### config.mk
export PLATFORM = sky130hd
export DESIGN_NAME = sy89297_serial_rx
export DESIGN_NICKNAME = d
export VERILOG_FILES = /design/src/rtl/sy89297_serial_rx.sv
export SDC_FILE = /design/constraint.sdc
export NUM_CORES = 1
export LEC_CHECK = 0
export ABC_AREA = 1
export CORE_MARGIN = 3
export CORE_UTILIZATION = 35
export DETAILED_ROUTE_END_ITERATION = 12
export SLEW_MARGIN = 0
export SYNTH_ARGS = -nofsm -noshare
export SYNTH_HDL_FRONTEND = slang
export SYNTH_SLANG_ARGS = --single-unit
### constraint.sdc
create_clock -name clk -period 1.9 [get_ports clk]
set_input_delay 0.19 -clock clk [delete_from_list [all_inputs] [get_ports clk]]
set_output_delay 0.19 -clock clk [all_outputs]
set_load 0.1 [all_outputs]
### src/rtl/sy89297_serial_rx.sv
// SY89297 3-wire programming receiver: oversamples sclk/sdata/sload in the clk domain,
// rebuilds the {B,A} frame and commits it on the sload rising edge.
module sy89297_serial_rx #(
  parameter int SYNC_STAGES = 2,
  parameter int DATA_W      = 10,
  parameter int TIMEOUT     = 1024
) (
  input  logic              clk,
  input  logic              rst,
  input  logic              sclk,
  input  logic              sdata,
  input  logic              sload,
  output logic [DATA_W-1:0] dataa_out,
  output logic [DATA_W-1:0] datab_out,
  output logic              valid,
  output logic              frame_err,
  output logic              busy
);
  localparam int FW   = 2 * DATA_W;
  localparam int CW   = $clog2(FW + 2);
  localparam int TO_W = (TIMEOUT > 2) ? $clog2(TIMEOUT) : 1;

  typedef enum logic {IDLE, SHIFT} state_t;

  state_t                 state_q, state_d;
  logic [SYNC_STAGES-1:0] sclk_sync_q, sclk_sync_d;
  logic [SYNC_STAGES-1:0] sdata_sync_q, sdata_sync_d;
  logic [SYNC_STAGES-1:0] sload_sync_q, sload_sync_d;
  logic                   sclk_prev_q, sclk_prev_d;
  logic                   sdata_prev_q, sdata_prev_d;
  logic                   sload_prev_q, sload_prev_d;
  logic                   rise_sclk_q, rise_sclk_d;
  logic                   rise_sload_q, rise_sload_d;
  logic [FW-1:0]          shift_q, shift_d;
  logic [CW-1:0]          bit_cnt_q, bit_cnt_d;
  logic [TO_W-1:0]        to_cnt_q, to_cnt_d;
  logic [DATA_W-1:0]      dataa_q, dataa_d, datab_q, datab_d;
  logic                   valid_q, valid_d, err_q, err_d;
  logic                   do_shift;

  // Rise pulses are registered so the commit lands SYNC_STAGES+1 edges after sload is sampled;
  // sdata_prev_q is the sdata bit aligned with rise_sclk_q.
  always_comb begin
    sclk_sync_d  = {sclk_sync_q[SYNC_STAGES-2:0], sclk};
    sdata_sync_d = {sdata_sync_q[SYNC_STAGES-2:0], sdata};
    sload_sync_d = {sload_sync_q[SYNC_STAGES-2:0], sload};
    sclk_prev_d  = sclk_sync_q[SYNC_STAGES-1];
    sdata_prev_d = sdata_sync_q[SYNC_STAGES-1];
    sload_prev_d = sload_sync_q[SYNC_STAGES-1];
    rise_sclk_d  = sclk_sync_q[SYNC_STAGES-1] & ~sclk_prev_q;
    rise_sload_d = sload_sync_q[SYNC_STAGES-1] & ~sload_prev_q;
  end

  always_comb begin
    state_d   = state_q;
    shift_d   = shift_q;
    bit_cnt_d = bit_cnt_q;
    to_cnt_d  = to_cnt_q;
    dataa_d   = dataa_q;
    datab_d   = datab_q;
    valid_d   = 1'b0;
    err_d     = 1'b0;
    // sclk edges are ignored while sload is held high (but not on sload's own rising cycle)
    do_shift  = rise_sclk_q & ~(sload_prev_q & ~rise_sload_q);

    if (do_shift) begin
      shift_d   = {shift_q[FW-2:0], sdata_prev_q};
      bit_cnt_d = (bit_cnt_q == CW'(FW + 1)) ? bit_cnt_q : bit_cnt_q + 1'b1;
      to_cnt_d  = '0;
      state_d   = SHIFT;
    end else if (state_q == SHIFT) begin
      if (to_cnt_q == TO_W'(TIMEOUT - 1)) begin
        err_d     = 1'b1;
        bit_cnt_d = '0;
        to_cnt_d  = '0;
        state_d   = IDLE;
      end else begin
        to_cnt_d = to_cnt_q + 1'b1;
      end
    end

    if (rise_sload_q) begin
      if (bit_cnt_d == CW'(FW)) begin
        valid_d = 1'b1;
        err_d   = 1'b0;
        datab_d = shift_d[FW-1:DATA_W];
        dataa_d = shift_d[DATA_W-1:0];
      end else begin
        err_d = 1'b1;
      end
      bit_cnt_d = '0;
      to_cnt_d  = '0;
      state_d   = IDLE;
    end
  end

  always_ff @(posedge clk or negedge rst) begin
    if (!rst) begin
      state_q      <= IDLE;
      sclk_sync_q  <= '0;
      sdata_sync_q <= '0;
      sload_sync_q <= '0;
      sclk_prev_q  <= 1'b0;
      sdata_prev_q <= 1'b0;
      sload_prev_q <= 1'b0;
      rise_sclk_q  <= 1'b0;
      rise_sload_q <= 1'b0;
      shift_q      <= '0;
      bit_cnt_q    <= '0;
      to_cnt_q     <= '0;
      dataa_q      <= '0;
      datab_q      <= '0;
      valid_q      <= 1'b0;
      err_q        <= 1'b0;
    end else begin
      state_q      <= state_d;
      sclk_sync_q  <= sclk_sync_d;
      sdata_sync_q <= sdata_sync_d;
      sload_sync_q <= sload_sync_d;
      sclk_prev_q  <= sclk_prev_d;
      sdata_prev_q <= sdata_prev_d;
      sload_prev_q <= sload_prev_d;
      rise_sclk_q  <= rise_sclk_d;
      rise_sload_q <= rise_sload_d;
      shift_q      <= shift_d;
      bit_cnt_q    <= bit_cnt_d;
      to_cnt_q     <= to_cnt_d;
      dataa_q      <= dataa_d;
      datab_q      <= datab_d;
      valid_q      <= valid_d;
      err_q        <= err_d;
    end
  end

  assign dataa_out = dataa_q;
  assign datab_out = datab_q;
  assign valid     = valid_q;
  assign frame_err = err_q;
  assign busy      = (state_q == SHIFT);
endmodule

* Word level (Yosys, flattened, before mapping)
Cells that the tools add are included.
Word-level totals: output and inout port bits 23, input bits 5, register bits after elaboration 69, word-level logic and storage cells 52
Cells by class: add/subtract/negate cells 2, bitwise operators 8, reduce and logical (&&, ||, !) cells 2, mux-type cells 21, eq/ne operators 3
Operator list (number):
- 10-bit two-way mux | 4
- 5-bit two-way mux | 5
- 20-bit two-way mux | 1
- 1-bit two-way mux | 11
- 10-bit by 1-bit adder with 10-bit output, second input constant | 1
- 10-bit == test, second input constant | 1
- 5-bit == test, second input constant | 2
- 5-bit by 1-bit adder with 5-bit output, second input constant | 1
- 1-bit bitwise AND | 4
- 1-bit NOT | 4
- 3-bit nonzero test | 1
- 2-bit AND reduction | 1

* Depth between registers and ports, before layout
depth in word-level cells 8, depth in mapped cells 14, depth with buffers taken out 13

* Least setup slack after synthesis
Ideal clock, no wire load.
path kind register to register, from reg state_q, in the netlist busy, to reg dataa_q[0], in the netlist dataa_out[0], period minus slack after synthesis 2.116 ns, library setup time 0.122 ns, stages on the path, launching flop included 9, arrival 1.994 ns, setup slack -0.216 ns, path buffers 1, cell sequence dfrtp_1 nand4_1 nand2_1 nand2_2 nor2_4 nand2_4 buf_6 nand2_1 nand2_1
On the way: longest elaborated chain between the ends 4
RTL lines:
- start: declaration | RTL line 25 | state_t state_q, state_d;
- start signal: assignment | RTL line 116 | state_q <= state_d;
- 5-bit two-way mux | RTL line 71 | end else if (state_q == SHIFT) begin
- 5-bit two-way mux | RTL line 66 | if (do_shift) begin
- 5-bit == test | RTL line 83 | if (bit_cnt_d == CW'(FW)) begin
- 2-bit AND reduction (no line)
- end signal: assignment | RTL line 128 | dataa_q <= dataa_d;
- end: declaration | RTL line 37 | logic [DATA_W-1:0] dataa_q, dataa_d, datab_q, datab_d;
No other way between the ends. A chain may end at the register's enable or synchronous reset.

* Final worst setup path
from reg bit_cnt_q[1], to reg datab_q[8], in the netlist datab_out[8]
On the way: longest elaborated chain between the ends 5, elaborated cells on any way between the ends 8, those cells by class add/sub (1); eq/ne (2); mux (4); reduce/logical (1)
RTL lines:
- start: declaration | RTL line 35 | logic [CW-1:0] bit_cnt_q, bit_cnt_d;
- start signal: assignment | RTL line 126 | bit_cnt_q <= bit_cnt_d;
- 5-bit by 1-bit adder with 5-bit output (tied with other cells) | RTL line 68 | bit_cnt_d = (bit_cnt_q == CW'(FW + 1)) ? bit_cnt_q : bit_cnt_q + 1'b1;
- 5-bit two-way mux (on tied branches) | RTL line 68, 71
- 5-bit two-way mux (*) | RTL line 66
- 5-bit == test (*) | RTL line 83
- 2-bit AND reduction (no line) (*)
- end signal: assignment | RTL line 129 | datab_q <= datab_d;
- end: declaration | RTL line 37
Every way passes the cells marked *; elsewhere a longest branch is shown, timed or not.

==> qor.txt <==
status: complete, no violations
Largest delay share family, worst path: simple AND/OR/NAND/NOR gates
Synth area leaders: dfrtp_1, nand2_1, nand3_1
Seq cells post-synth: 69
GRT overflow: 0
Post-synth ARST share: 100%
Clock Sinks: 69
first-pass GRT wire length: 9740 µm
Worst Setup Start Kind: flop
Max Cap Viol: 0
Leakage: 0.00196 µW
Critical Path AT: 2.05 ns
leading area contributor after synthesis: dfrtp_1
cell area after synthesis: 2950 µm²
CP dominant cell by count: nand2_2
pin count of the biggest net entering global routing: 70
setup TNS: 0 ns
ant diodes: 0
period utilization: 96.1%
final instance area: 3800 µm²
Pre-Repair DR Iteration Count: 4
ys flop type: dfrtp_1
max-slew violations: 0
CP endpoint kind: flop
clk root buf: clkbuf_8
CP max stage delay: 0.42 ns
Pwr Density: 864 nW/µm²
Slew @ Worst Pin: 0.361 ns
max_slew headroom: 75.9%
synthesized instance count: 327
Clock Skew: 0.00843 ns
row count: 32
syn_nets: 335
Worst Hold Class: primary input to flop
NumNets Final: 387
final wirelength: 6090 µm
Synth cell types: 25
Iteration-0 DRC Markers: 139
post-route ant nets: 0
fillers: 740
H-tree lvl count: 3
share of layout cells above drive strength 1: 25.6%
drt drc: 0
total core area: 7970 µm²
number of global-route vias before repair: 2110
gr usage total: 12.6%
Post-DP Area: 3270 µm²
number of flops mapped to enable cells by yosys: 0
RD Place Congestion: 0.824
CTS tree: built
count leader, synth: nand2_1
Horiz. Die Dim: 97.8 µm
port buffer count: 27
worst-path fanout max: 6
RSZ-0062 raised after global routing: true
CP Class: flop to flop
Post-DP HPWL: 3750 µm
Syn Area/Cell: 9.02 µm²
CP bufs+invs: 3
sequential area share after synthesis: 58.5%
Worst-Skew Late Latency: 0.34 ns
post-DR vias/cell: 4.64
Synth top area share: 58.5%
Synth Warn #: 0
CTS max path bufs: 2
Die Ht: 97.8 µm
CP max-delay cell: dfrtp_1
initial antenna violation count: 0
Final Power: 3280 µW
final hold vios: 0
wire length per cell: 12.5 µm
Area Growth Syn to Fin: 28.7%
commonest cells in the synthesized netlist: nand2_1, dfrtp_1, nand3_1
Vias: 2249
Worst-path clk slew: 0.08 ns
CTS Buf Count: 9
Top Ports: 28
minimum clock period: 1.83 ns
# setup viols final: 0
die area: 9570 µm²
starting density of the core: 37.0%
Max Freq: 547 MHz
Critical Path RT: 2.13 ns
maximum VDD drop: 0.000563 V
worst-path cell chain: inv_2, ha_4, nand2_2, inv_2, nand2_4, nand3_2, nand2_2, nor2_1, nand2_1, nor2_4, buf_6, nand2_8, nand2_2, nand2_1
## where the power goes
| group | internal (µW) | leakage [µW] | switching [µW] | total [µW] |
|---|---|---|---|---|
| clock | 772 | 0.000109 | 543 | 1310 |
| combinational | 126 | 0.000928 | 214 | 340 |
| sequential | 1560 | 0.000925 | 66.9 | 1630 |
## worst register-to-register path, cell delays in order (launching register included)
cell	delay, ns
dfrtp_1	0.42
inv_2	0.10
ha_4	0.12
nand2_2	0.05
inv_2	0.07
nand2_4	0.07
nand3_2	0.08
nand2_2	0.06
nor2_1	0.10
nand2_1	0.10
nor2_4	0.18
buf_6	0.17
nand2_8	0.09
nand2_2	0.07
nand2_1	0.05
## cell families after synthesis
group	Yosys count	synth area share, %
flops	69	58.5
mux	1	0.339
buf+inv	38	7.08
simple gates	198	28.8
fa+ha+maj	3	1.27
xor+xnor	1	0.297
compound gates	17	3.69
## state kept, by name, indices dropped and copies added (netlist names)
signal        cells
sclk_prev_q       1
sload_prev_q      1
datab_out        10
sclk_sync_q       2
sload_sync_q      2
to_cnt_q         10
shift_q          20
busy              1
dataa_out        10
valid             1
bit_cnt_q         5
sdata_prev_q      1
frame_err         1
sdata_sync_q      2
rise_sclk_q       1
rise_sload_q      1
## cell usage in the layout, fill, tap and decap left out, drive strengths merged
| master | instances |
|---|---|
| nand2 | 137 |
| dfrtp | 69 |
| buf | 45 |
| nand3 | 29 |
| inv | 26 |
| nor2 | 25 |
| clkbuf | 12 |
| o21ai | 9 |
| nor3 | 6 |
| a21oi | 5 |
| nand4 | 3 |
| clkdlybuf4s50 | 3 |
| ha | 3 |
| bufinv | 2 |
| clkinv | 2 |
| a21boi | 1 |
| o22ai | 1 |
| xnor2 | 1 |
| o211a | 1 |
| mux2i | 1 |
| clkinvlp | 1 |
| dlygate4sd3 | 1 |
## worst paths after layout
kind	start	endpoint	slack, ns	depth (start not counted)
setup / recovery	bit_cnt_q[1]$_DFF_PN0_	datab_out[8]$_DFFE_PN0P_	0.07	14
hold / removal	sdata	sdata_sync_q[0]$_DFF_PN0_	0.28	1
setup reg to reg	bit_cnt_q[1]$_DFF_PN0_	datab_out[8]$_DFFE_PN0P_	0.07	14
hold reg to reg	sload_sync_q[0]$_DFF_PN0_	sload_sync_q[1]$_DFF_PN0_	0.35	0
max in group asynchronous	rst	busy$_DFF_PN0_	1.19	3
min in group asynchronous	rst	shift_q[11]$_DFF_PN0_	0.39	3
## final cells by class
type                       count  area, µm²  share of cell area (%)
tap                          102        128                    3.36
multi-input combinational    222       1140                    30.0
clock inverter                 5       85.1                    2.24
inverter                      26        100                    2.64
clock buffer                  10        138                    3.62
sequential                    69       1730                    45.5
timing repair buffer          51        477                    12.6
## stage by stage
step | utilization [%] | instances | worst slack (ns) | hold WS (ns)
floorplan | - | 327 | 0.147 | -0.106
global placement | 41.0 | 454 | 0.104 | 0.244
detailed placement | 41.0 | 454 | 0.0912 | 0.244
CTS | 43.9 | 470 | 0.0748 | 0.265
global route | 47.7 | 485 | -0.0506 | 0.267
finish | 47.7 | 485 | 0.0734 | 0.283
## routing by layer
layer | global-route usage [%] | share of wire (%) | up-vias
met2 | 18.5 | 47 | 44
met3 | 4.57 | 4.5 | 11
li1 | - | - | 1129
met5 | 0 | 0 | -
met1 | 16.8 | 47 | 1065
met4 | 5.22 | 1.8 | 0
## timing repair
action / in CTS / in global routing
resized for setup: 0 / 33
hold endpoints to repair: 69 / 0
setup endpoints to repair: 0 / 27
buffers inserted: 0 / 11
hold buffers: 1 / 0
No activity file was read; power rests on OpenSTA's default activity.
